## config.mk

```make
export PLATFORM = sky130hd
export DESIGN_NAME = adder_share_arbiter
export DESIGN_NICKNAME = d
export VERILOG_FILES = /design/src/rtl/adder_share_arbiter_pkg.sv /design/src/rtl/adder32.sv /design/src/rtl/adder_share_arbiter_rr_picker.sv /design/src/rtl/adder_share_arbiter.sv
export SDC_FILE = /design/constraint.sdc
export NUM_CORES = 1
export LEC_CHECK = 0
export CAP_MARGIN = 20
export CORE_ASPECT_RATIO = 2
export CORE_MARGIN = 5
export CORE_UTILIZATION = 43
export DETAILED_ROUTE_END_ITERATION = 16
export PLACE_DENSITY = 0.81
export SETUP_SLACK_MARGIN = 0.3
export SLEW_MARGIN = 20
export SYNTH_ARGS = -nofsm -noshare
export SYNTH_HDL_FRONTEND = slang
export SYNTH_SLANG_ARGS = --single-unit
```

## constraint.sdc

```tcl
create_clock -name clk -period 15.5 [get_ports clk]
set_input_delay 3.1 -clock clk [delete_from_list [all_inputs] [get_ports clk]]
set_output_delay 3.1 -clock clk [all_outputs]
set_load 0.02 [all_outputs]
```

## src/rtl/adder_share_arbiter_pkg.sv

```systemverilog
// Shared types and constants for the adder-sharing sequencer.
// State encoding, datapath width and requester limit.
package adder_share_arbiter_pkg;

    localparam int DATA_W  = 32;
    localparam int MAX_REQ = 8;

    typedef enum logic [1:0] {
        IDLE = 2'd0,
        ADD  = 2'd1,
        DONE = 2'd2
    } arb_state_e;

endpackage

```

## src/rtl/adder32.sv

```systemverilog
// Existing 32-bit ripple-carry adder shared across the datapath.
// Carry chain is evaluated bit by bit from carryIn upward.
module adder32 (
    input  logic [31:0] input1,
    input  logic [31:0] input2,
    input  logic        carryIn,
    output logic [31:0] sum,
    output logic        carry
);

    logic [32:0] c;

    always_comb begin
        c    = '0;
        sum  = '0;
        c[0] = carryIn;
        for (int i = 0; i < 32; i++) begin
            sum[i]   = input1[i] ^ input2[i] ^ c[i];
            c[i+1]   = (input1[i] & input2[i]) |
                       (c[i] & (input1[i] ^ input2[i]));
        end
    end

    assign carry = c[32];

endmodule

```

## src/rtl/adder_share_arbiter_rr_picker.sv

```systemverilog
// Combinational round-robin selector: first eligible requester at or
// after ptr, wrapping to the lowest index when none is found above it.
module rr_picker #(
    parameter int NUM_REQ = 3,
    parameter int ID_W    = 3
) (
    input  logic [NUM_REQ-1:0] req,
    input  logic [NUM_REQ-1:0] mask,
    input  logic [ID_W-1:0]    ptr,
    output logic               valid,
    output logic [ID_W-1:0]    idx,
    output logic [NUM_REQ-1:0] onehot
);

    logic [NUM_REQ-1:0] elig;

    assign elig = req & ~mask;

    always_comb begin
        valid  = 1'b0;
        idx    = '0;
        onehot = '0;
        for (int j = 0; j < NUM_REQ; j++) begin
            if (!valid && elig[j] && (ID_W'(j) >= ptr)) begin
                valid     = 1'b1;
                idx       = ID_W'(j);
                onehot[j] = 1'b1;
            end
        end
        for (int j = 0; j < NUM_REQ; j++) begin
            if (!valid && elig[j]) begin
                valid     = 1'b1;
                idx       = ID_W'(j);
                onehot[j] = 1'b1;
            end
        end
    end

endmodule

```

## src/rtl/adder_share_arbiter.sv

```systemverilog
// Time-shares one 32-bit adder among NUM_REQ requesters, round-robin,
// with registered operands, registered results and a tagged done pulse.
module adder_share_arbiter
    import adder_share_arbiter_pkg::*;
#(
    parameter int NUM_REQ = 3,
    parameter int ID_W    = 3
) (
    input  logic                      clk,
    input  logic                      rst,
    input  logic [NUM_REQ-1:0]        req,
    input  logic [DATA_W*NUM_REQ-1:0] opA,
    input  logic [DATA_W*NUM_REQ-1:0] opB,
    input  logic [NUM_REQ-1:0]        cin,
    output logic [NUM_REQ-1:0]        gnt,
    output logic                      done,
    output logic [ID_W-1:0]           doneId,
    output logic [DATA_W-1:0]         sum,
    output logic                      carry,
    output logic                      overflow
);

    arb_state_e          state_q, state_d;
    logic [ID_W-1:0]     ptr_q, ptr_d;
    logic [ID_W-1:0]     win_q, win_d;
    logic [NUM_REQ-1:0]  gnt_q, gnt_d;
    logic                done_q, done_d;
    logic [ID_W-1:0]     id_q, id_d;
    logic [DATA_W-1:0]   sum_q, sum_d;
    logic                carry_q, carry_d;
    logic                ovf_q, ovf_d;
    logic [DATA_W-1:0]   a_q, a_d;
    logic [DATA_W-1:0]   b_q, b_d;
    logic                cin_q, cin_d;

    logic [NUM_REQ-1:0]  mask;
    logic                pick_valid;
    logic [ID_W-1:0]     pick_idx;
    logic [NUM_REQ-1:0]  pick_oh;
    logic [DATA_W-1:0]   add_sum;
    logic                add_carry;

    // The requester just served may not win again in its own DONE cycle.
    always_comb begin
        mask = '0;
        if (state_q == DONE) begin
            for (int j = 0; j < NUM_REQ; j++) begin
                if (win_q == ID_W'(j)) mask[j] = 1'b1;
            end
        end
    end

    rr_picker #(
        .NUM_REQ (NUM_REQ),
        .ID_W    (ID_W)
    ) u_pick (
        .req    (req),
        .mask   (mask),
        .ptr    (ptr_q),
        .valid  (pick_valid),
        .idx    (pick_idx),
        .onehot (pick_oh)
    );

    adder32 u_add (
        .input1  (a_q),
        .input2  (b_q),
        .carryIn (cin_q),
        .sum     (add_sum),
        .carry   (add_carry)
    );

    always_comb begin
        state_d = state_q;
        ptr_d   = ptr_q;
        win_d   = win_q;
        gnt_d   = '0;
        done_d  = 1'b0;
        id_d    = id_q;
        sum_d   = sum_q;
        carry_d = carry_q;
        ovf_d   = ovf_q;
        a_d     = a_q;
        b_d     = b_q;
        cin_d   = cin_q;
        unique case (state_q)
            ADD: begin
                sum_d   = add_sum;
                carry_d = add_carry;
                ovf_d   = (a_q[DATA_W-1] == b_q[DATA_W-1]) &&
                          (add_sum[DATA_W-1] != a_q[DATA_W-1]);
                id_d    = win_q;
                done_d  = 1'b1;
                state_d = DONE;
            end
            IDLE, DONE: begin
                state_d = IDLE;
                if (pick_valid) begin
                    a_d   = '0;
                    b_d   = '0;
                    cin_d = 1'b0;
                    for (int j = 0; j < NUM_REQ; j++) begin
                        if (pick_oh[j]) begin
                            a_d   = opA[j*DATA_W +: DATA_W];
                            b_d   = opB[j*DATA_W +: DATA_W];
                            cin_d = cin[j];
                        end
                    end
                    win_d   = pick_idx;
                    gnt_d   = pick_oh;
                    ptr_d   = (pick_idx == ID_W'(NUM_REQ-1)) ?
                              '0 : pick_idx + ID_W'(1);
                    state_d = ADD;
                end
            end
            default: state_d = IDLE;
        endcase
    end

    always_ff @(posedge clk) begin
        if (rst) begin
            state_q <= IDLE;
            ptr_q   <= '0;
            win_q   <= '0;
            gnt_q   <= '0;
            done_q  <= 1'b0;
            id_q    <= '0;
            sum_q   <= '0;
            carry_q <= 1'b0;
            ovf_q   <= 1'b0;
            a_q     <= '0;
            b_q     <= '0;
            cin_q   <= 1'b0;
        end else begin
            state_q <= state_d;
            ptr_q   <= ptr_d;
            win_q   <= win_d;
            gnt_q   <= gnt_d;
            done_q  <= done_d;
            id_q    <= id_d;
            sum_q   <= sum_d;
            carry_q <= carry_d;
            ovf_q   <= ovf_d;
            a_q     <= a_d;
            b_q     <= b_d;
            cin_q   <= cin_d;
        end
    end

    assign gnt      = gnt_q;
    assign done     = done_q;
    assign doneId   = id_q;
    assign sum      = sum_q;
    assign carry    = carry_q;
    assign overflow = ovf_q;

endmodule

```

==> results of run 1 <==
## final cells by class
| type | count | area [µm²] | area share, % |
|---|---|---|---|
| multi-input combinational | 442 | 3190 | 38.0 |
| tap | 152 | 190 | 2.27 |
| clock inverter | 4 | 31.3 | 0.374 |
| sequential | 111 | 2220 | 26.5 |
| clock buffer | 12 | 246 | 2.94 |
| timing repair buffer | 246 | 2450 | 29.2 |
| antenna | 2 | 5.00 | 0.0598 |
| inverter | 12 | 46.3 | 0.553 |
## metal layers
layer / routed length, µm / global-route usage (%) / share of wire, %
met1: 7110 / 27.4 / 33
met2: 11700 / 48.0 / 54
met3: 1300 / 4.00 / 6.0
met4: 1490 / 17.8 / 6.9
met5: 0 / 0 / 0
## cells by family (layout without fill, tap and decap cells)
family	Yosys count	after routing	share of synthesized area (%)
mux	1	1	0.176
fa+ha+maj	33	33	11.5
buf+inv	75	274	5.70
simple gates	161	161	12.5
other cells	1	3	0.0659
compound gates	245	245	30.9
flops	111	111	39.1
xor+xnor	1	1	0.154
## report_power, final
group          internal, mW  switching (mW)  leakage, nW
clock network         0.114           0.104        0.125
logic                 0.119           0.124         1.92
registers             0.317          0.0350        0.911
total                 0.551           0.262         2.96
## Yosys cell counts, drive strengths merged
library cell | n | area [µm²]
xor2 | 1 | 8.76
o32ai | 1 | 8.76
or4bb | 1 | 11.3
nor3b | 2 | 15.0
o211ai | 1 | 7.51
a21oi | 104 | 521
nand2 | 133 | 499
and3 | 2 | 12.5
and4b | 1 | 10.0
nor3 | 2 | 10.0
clkbuf | 36 | 135
nand2b | 2 | 12.5
conb | 1 | 3.75
inv | 12 | 45.0
and2 | 1 | 6.26
nor2b | 1 | 6.26
nor4b | 1 | 15.0
and4bb | 2 | 25.0
a211oi | 5 | 42.5
a211o | 1 | 8.76
mux2i | 1 | 10.0
a21o | 2 | 15.0
buf | 27 | 144
nor2 | 9 | 33.8
a221oi | 65 | 569
o221ai | 65 | 569
nor4 | 3 | 40.0
ha | 1 | 12.5
nand4bb | 1 | 11.3
fa | 32 | 641
dfxtp | 111 | 2220
a311oi | 1 | 15.0
## sequential cells by signal, summed over array words and instances (netlist names), 2 cells and up
name and count:
a_q 32, b_q 32, sum 32, gnt 3
ptr_q 3, doneId 2, win_q 2
## critical path, delay by kind of cell, from the launching register on
kind | cells | cell delay [ns]
adder cells (fa/ha/maj) | 32 | 12.63
flip-flops | 1 | 0.34
buffers and inverters | 3 | 0.24
XOR/XNOR | 1 | 0.16
AO/OA/AOI/OAI | 1 | 0.13
AND/OR/NAND/NOR | 2 | 0.11
## final timing paths
| check | start | to | slack [ns] | depth (start not counted) |
|---|---|---|---|---|
| min | sum[20] | sum[20] | 0.45 | 2 |
| max | a_q[0] | overflow | 1.72 | 39 |
| max reg2reg | a_q[0] | overflow | 1.72 | 39 |
| min reg2reg | sum[20] | sum[20] | 0.45 | 2 |
## per-stage QoR
stage	hold WS (ns)	area (µm²)	std cells
2_1_floorplan	0.466	5690	628
3_3_place_gp	0.441	8070	962
3_5_place_dp	0.445	8090	963
4_1_cts	0.454	8370	979
5_1_grt	0.473	8370	981
6_report	0.455	8370	981
==> flow_metrics.tcl, run 1 <==
set metrics [dict create \
    status "complete, no violations" \
    post_cts_resized 0 \
    post-place-ws_ns 1.81 \
    min_path_type "flop to flop" \
    rsz0062_at_grt "false" \
    hold_viol_final 0 \
    start_util_pct 43.8 \
    cpMostUsedCell "fa_1" \
    cpPeakStageDelay_ns 0.44 \
    route.detailed.drc 0 \
    power.leakage_nw 2.96 \
    gp_congestion 0.894 \
    dr.pass1.iters 5 \
    area_growth_pct 47.3 \
    critPathKind "flop to flop" \
    post-route-util_pct 64.5 \
    max_slew_margin_pct 27.4 \
    core_mm2 0.0130 \
    wl_um 21600 \
    synth_cell_types 38 \
    fin_nets 1055 \
    grt_max_degree 69 \
    skew_ns 0.00951 \
    clkTransAtPathRegs_ns 0.07 \
    finalPower_mw 0.813 \
    tns_ns 0 \
    dp_hpwl_um 15900 \
    drt_iter0_drc 362 \
    worst_pin_slew_ns 1.09 \
    worstSetupStartpointType "flop" \
    final_cell_mix "clkdlybuf4s50_1 (238), nand2_1 (133), dfxtp_1 (111)" \
    layout_worst_path_cycle_share_pct 88.9 \
    grt_antenna_before_repair 2 \
    syn_inst 628 \
    layout_commonest_cell "clkdlybuf4s50_1" \
    cp.required_ns 15.70 \
    die_w_um 91.3 \
    fill_cells 1103 \
    viasPerCell 6.26 \
    cts_setup_buffers 0 \
    end_kind "flop" \
    io_buffers 239 \
    grt_pass1_vias 6412 \
    cts_made_buffers 9 \
    period_minus_slack_ns 13.78 \
    grt_overflow 0 \
    dieArea_mm2 0.0158 \
    finalSetupViolCount 0 \
    cap_violations 0 \
    yosysSeqAreaShare_pct 39.1 \
    slowest_stage "fa_1" \
    rows 59 \
    synth_area_mm2 0.00569 \
    finalMaxSlewViolations 0 \
    wl_per_cell_um 22.0 \
    fmax_ghz 0.0725 \
    fin_ws_ns 1.72 \
    ys_ff_latch 111 \
    clock_path_buffers 2 \
    yosysWarnings 0 \
    ios 241 \
    clock_latency_ns 0.35 \
    die_y_um 173 \
    arrival_ns 13.98 \
    p_per_area_mw_per_mm2 97.1 \
    cp_max_fo 3 \
    final_antenna_net_count 0 \
    htree_num_levels 3 \
    drive_above_1_share_pct 3.99 \
    cts_tree "yes" \
    ir_drop_mv 0.0789 \
    synth.avg_cell_area_um2 9.06 \
    dr_total_vias 6137 \
    grt_usage_pct 26.5 \
    clockRootBuffer "clkbuf_16" \
    cts_sinks 111 \
    syn_nets 861 \
    grt_pass1_wl_um 33500 \
    holdBufCountCts 0 \
]
Power figures use the tool's default switching activity.
==> run 2: changes to the inputs <==
--- a/config.mk
+++ b/config.mk
@@ -10,7 +10,9 @@
 export CORE_MARGIN = 5
 export CORE_UTILIZATION = 43
 export DETAILED_ROUTE_END_ITERATION = 16
+export GPL_TIMING_DRIVEN = 0
 export PLACE_DENSITY = 0.81
+export RECOVER_POWER = 25
 export SETUP_SLACK_MARGIN = 0.3
 export SLEW_MARGIN = 20
 export SYNTH_ARGS = -nofsm -noshare
==> flow_metrics.tcl, run 2 (synthesized netlist as in run 1, its figures left out) <==
set metrics [dict create \
    area_growth_pct 50.7 \
    r2r-end "overflow" \
    htree_num_levels 3 \
    post_cts_resized 0 \
    finalSetupViolCount 0 \
    cp.required_ns 15.79 \
    slowest_stage "fa_1" \
    drt_iter0_drc 350 \
    end_kind "flop" \
    ios 241 \
    holdBufCountCts 0 \
    multi_input_area_mm2 0.00313 \
    cts_sinks 111 \
    skew_ns 0.0125 \
    grt_antenna_before_repair 3 \
    grt-busiest-layer "met2" \
    reg2reg_from "a_q[0]" \
    die_y_um 173 \
    gp_congestion 0.888 \
    cpMostUsedCell "fa_1" \
    clock_latency_ns 0.35 \
    wl_per_cell_um 22.3 \
    worstSetupStartpointType "flop" \
    dieArea_mm2 0.0158 \
    grt_pass1_wl_um 34600 \
    rsz0062_at_grt "false" \
    grt_pass1_vias 6542 \
    viasPerCell 6.12 \
    cp_max_fo 3 \
    start_util_pct 43.8 \
    min_path_type "flop to flop" \
    route.detailed.drc 0 \
    period_minus_slack_ns 13.77 \
    post-route-util_pct 65.9 \
    hold_viol_final 0 \
    fin_ws_ns 1.73 \
    place_area_mm2 0.00826 \
    arrival_ns 14.06 \
    grt_use_met1_pct 29.1 \
    clock_path_buffers 2 \
    ir_drop_mv 0.0884 \
    drive_above_1_share_pct 5.10 \
    dr_total_vias 6344 \
    core_mm2 0.0130 \
    status "complete, no violations" \
    ff_latch_area_mm2 0.00222 \
    reg2reg_depth 39 \
    dp_hpwl_um 18000 \
    fmax_ghz 0.0726 \
    cts_setup_buffers 0 \
    clockRootBuffer "clkbuf_16" \
    met2_usage_pct 50.2 \
    max_slew_margin_pct 58.6 \
    finalMaxSlewViolations 0 \
    grt_usage_pct 28.1 \
    layout_commonest_cell "clkdlybuf4s50_1" \
    cap_violations 0 \
    wl_um 23100 \
    grtUsageMet3_pct 4.43 \
    crit_start "a_q[0]" \
    io_buffers 238 \
    crit_end "overflow" \
    power.leakage_nw 3.17 \
    post-place-ws_ns 1.79 \
    layout_worst_path_cycle_share_pct 88.8 \
    final_antenna_net_count 0 \
    reg2reg_setup_slack_ns 1.73 \
    clkTransAtPathRegs_ns 0.07 \
    dr.pass1.iters 5 \
    cts_tree "yes" \
    tns_ns 0 \
    grt_overflow 0 \
    p_per_area_mw_per_mm2 98.8 \
    finalInstanceArea_mm2 0.00857 \
    cpPeakStageDelay_ns 0.45 \
    rows 59 \
    final_cell_mix "clkdlybuf4s50_1 (213), nand2_1 (133), dfxtp_1 (111)" \
    critPathKind "flop to flop" \
    fin_nets 1110 \
    worst_hold_slack_ns 0.453 \
    grt_max_degree 18 \
    die_w_um 91.3 \
    cts_made_buffers 9 \
    worst_pin_slew_ns 0.622 \
    fill_cells 1084 \
]
==> run 2: cell types whose count changed in the layout (fill, tap and decap cells not counted), sizes merged <==
cell and change:
diode +1, inv +3, buf +19, bufinv +1, clkdlybuf4s50 -25, clkinv -2, clkinvlp -3, clkbuf +37
dlygate4sd3 +25
==> run 2: report_power, final <==
group          internal [mW]  total, mW  switching [mW]
Combinational          0.121      0.250           0.130
Sequential             0.317      0.351          0.0332
Clock                  0.136      0.246           0.110
Total                  0.574      0.847           0.273
==> run 2: cell type report <==
type / instances / share of cell area [%]
multi-input combinational: 442 / 36.6
timing repair buffer: 238 / 27.8
sequential: 111 / 25.9
buffer: 63 / 3.26
clock buffer: 13 / 3.04
tap: 152 / 2.22
clock inverter: 3 / 0.555
inverter: 12 / 0.526
antenna: 3 / 0.0876
==> run 2: critical path: cells and delay by family, from the launching register on <==
family	cells	cell delay, ns
AOI/OAI and AO/OA	1	0.06
xor gates and xnor gates	1	0.16
adders and majority gates	32	12.66
buffers and inverters	3	0.21
DFF	1	0.35
and+or+nand+nor	2	0.25
==> run 2: how the worst min path moves through the flow <==
stage / startpoint / end / depth (start not counted)
global placement: sum[13] / sum[13] / 2
floorplan: ptr_q[1] / ptr_q[1] / 2
detailed placement: sum[1] / sum[1] / 2
finish: sum[1] / sum[1] / 2
global route: sum[1] / sum[1] / 2
CTS: sum[27] / sum[27] / 2
==> run 2: per-stage QoR <==
| step | std cells | power [mW] |
|---|---|---|
| CTS | 1034 | 0.848 |
| finish | 1037 | 0.847 |
| detailed placement | 1018 | 0.607 |
| global route | 1037 | 0.884 |
| floorplan | 628 | 0.483 |
| global placement | 1018 | 0.602 |
==> run 2: routing by layer <==
| metal | vias to the layer above | share of wire, % |
|---|---|---|
| met5 | - | 0 |
| met4 | 0 | 7.0 |
| met3 | 99 | 6.8 |
| met2 | 361 | 53 |
| met1 | 3016 | 33 |
| li1 | 2868 | - |
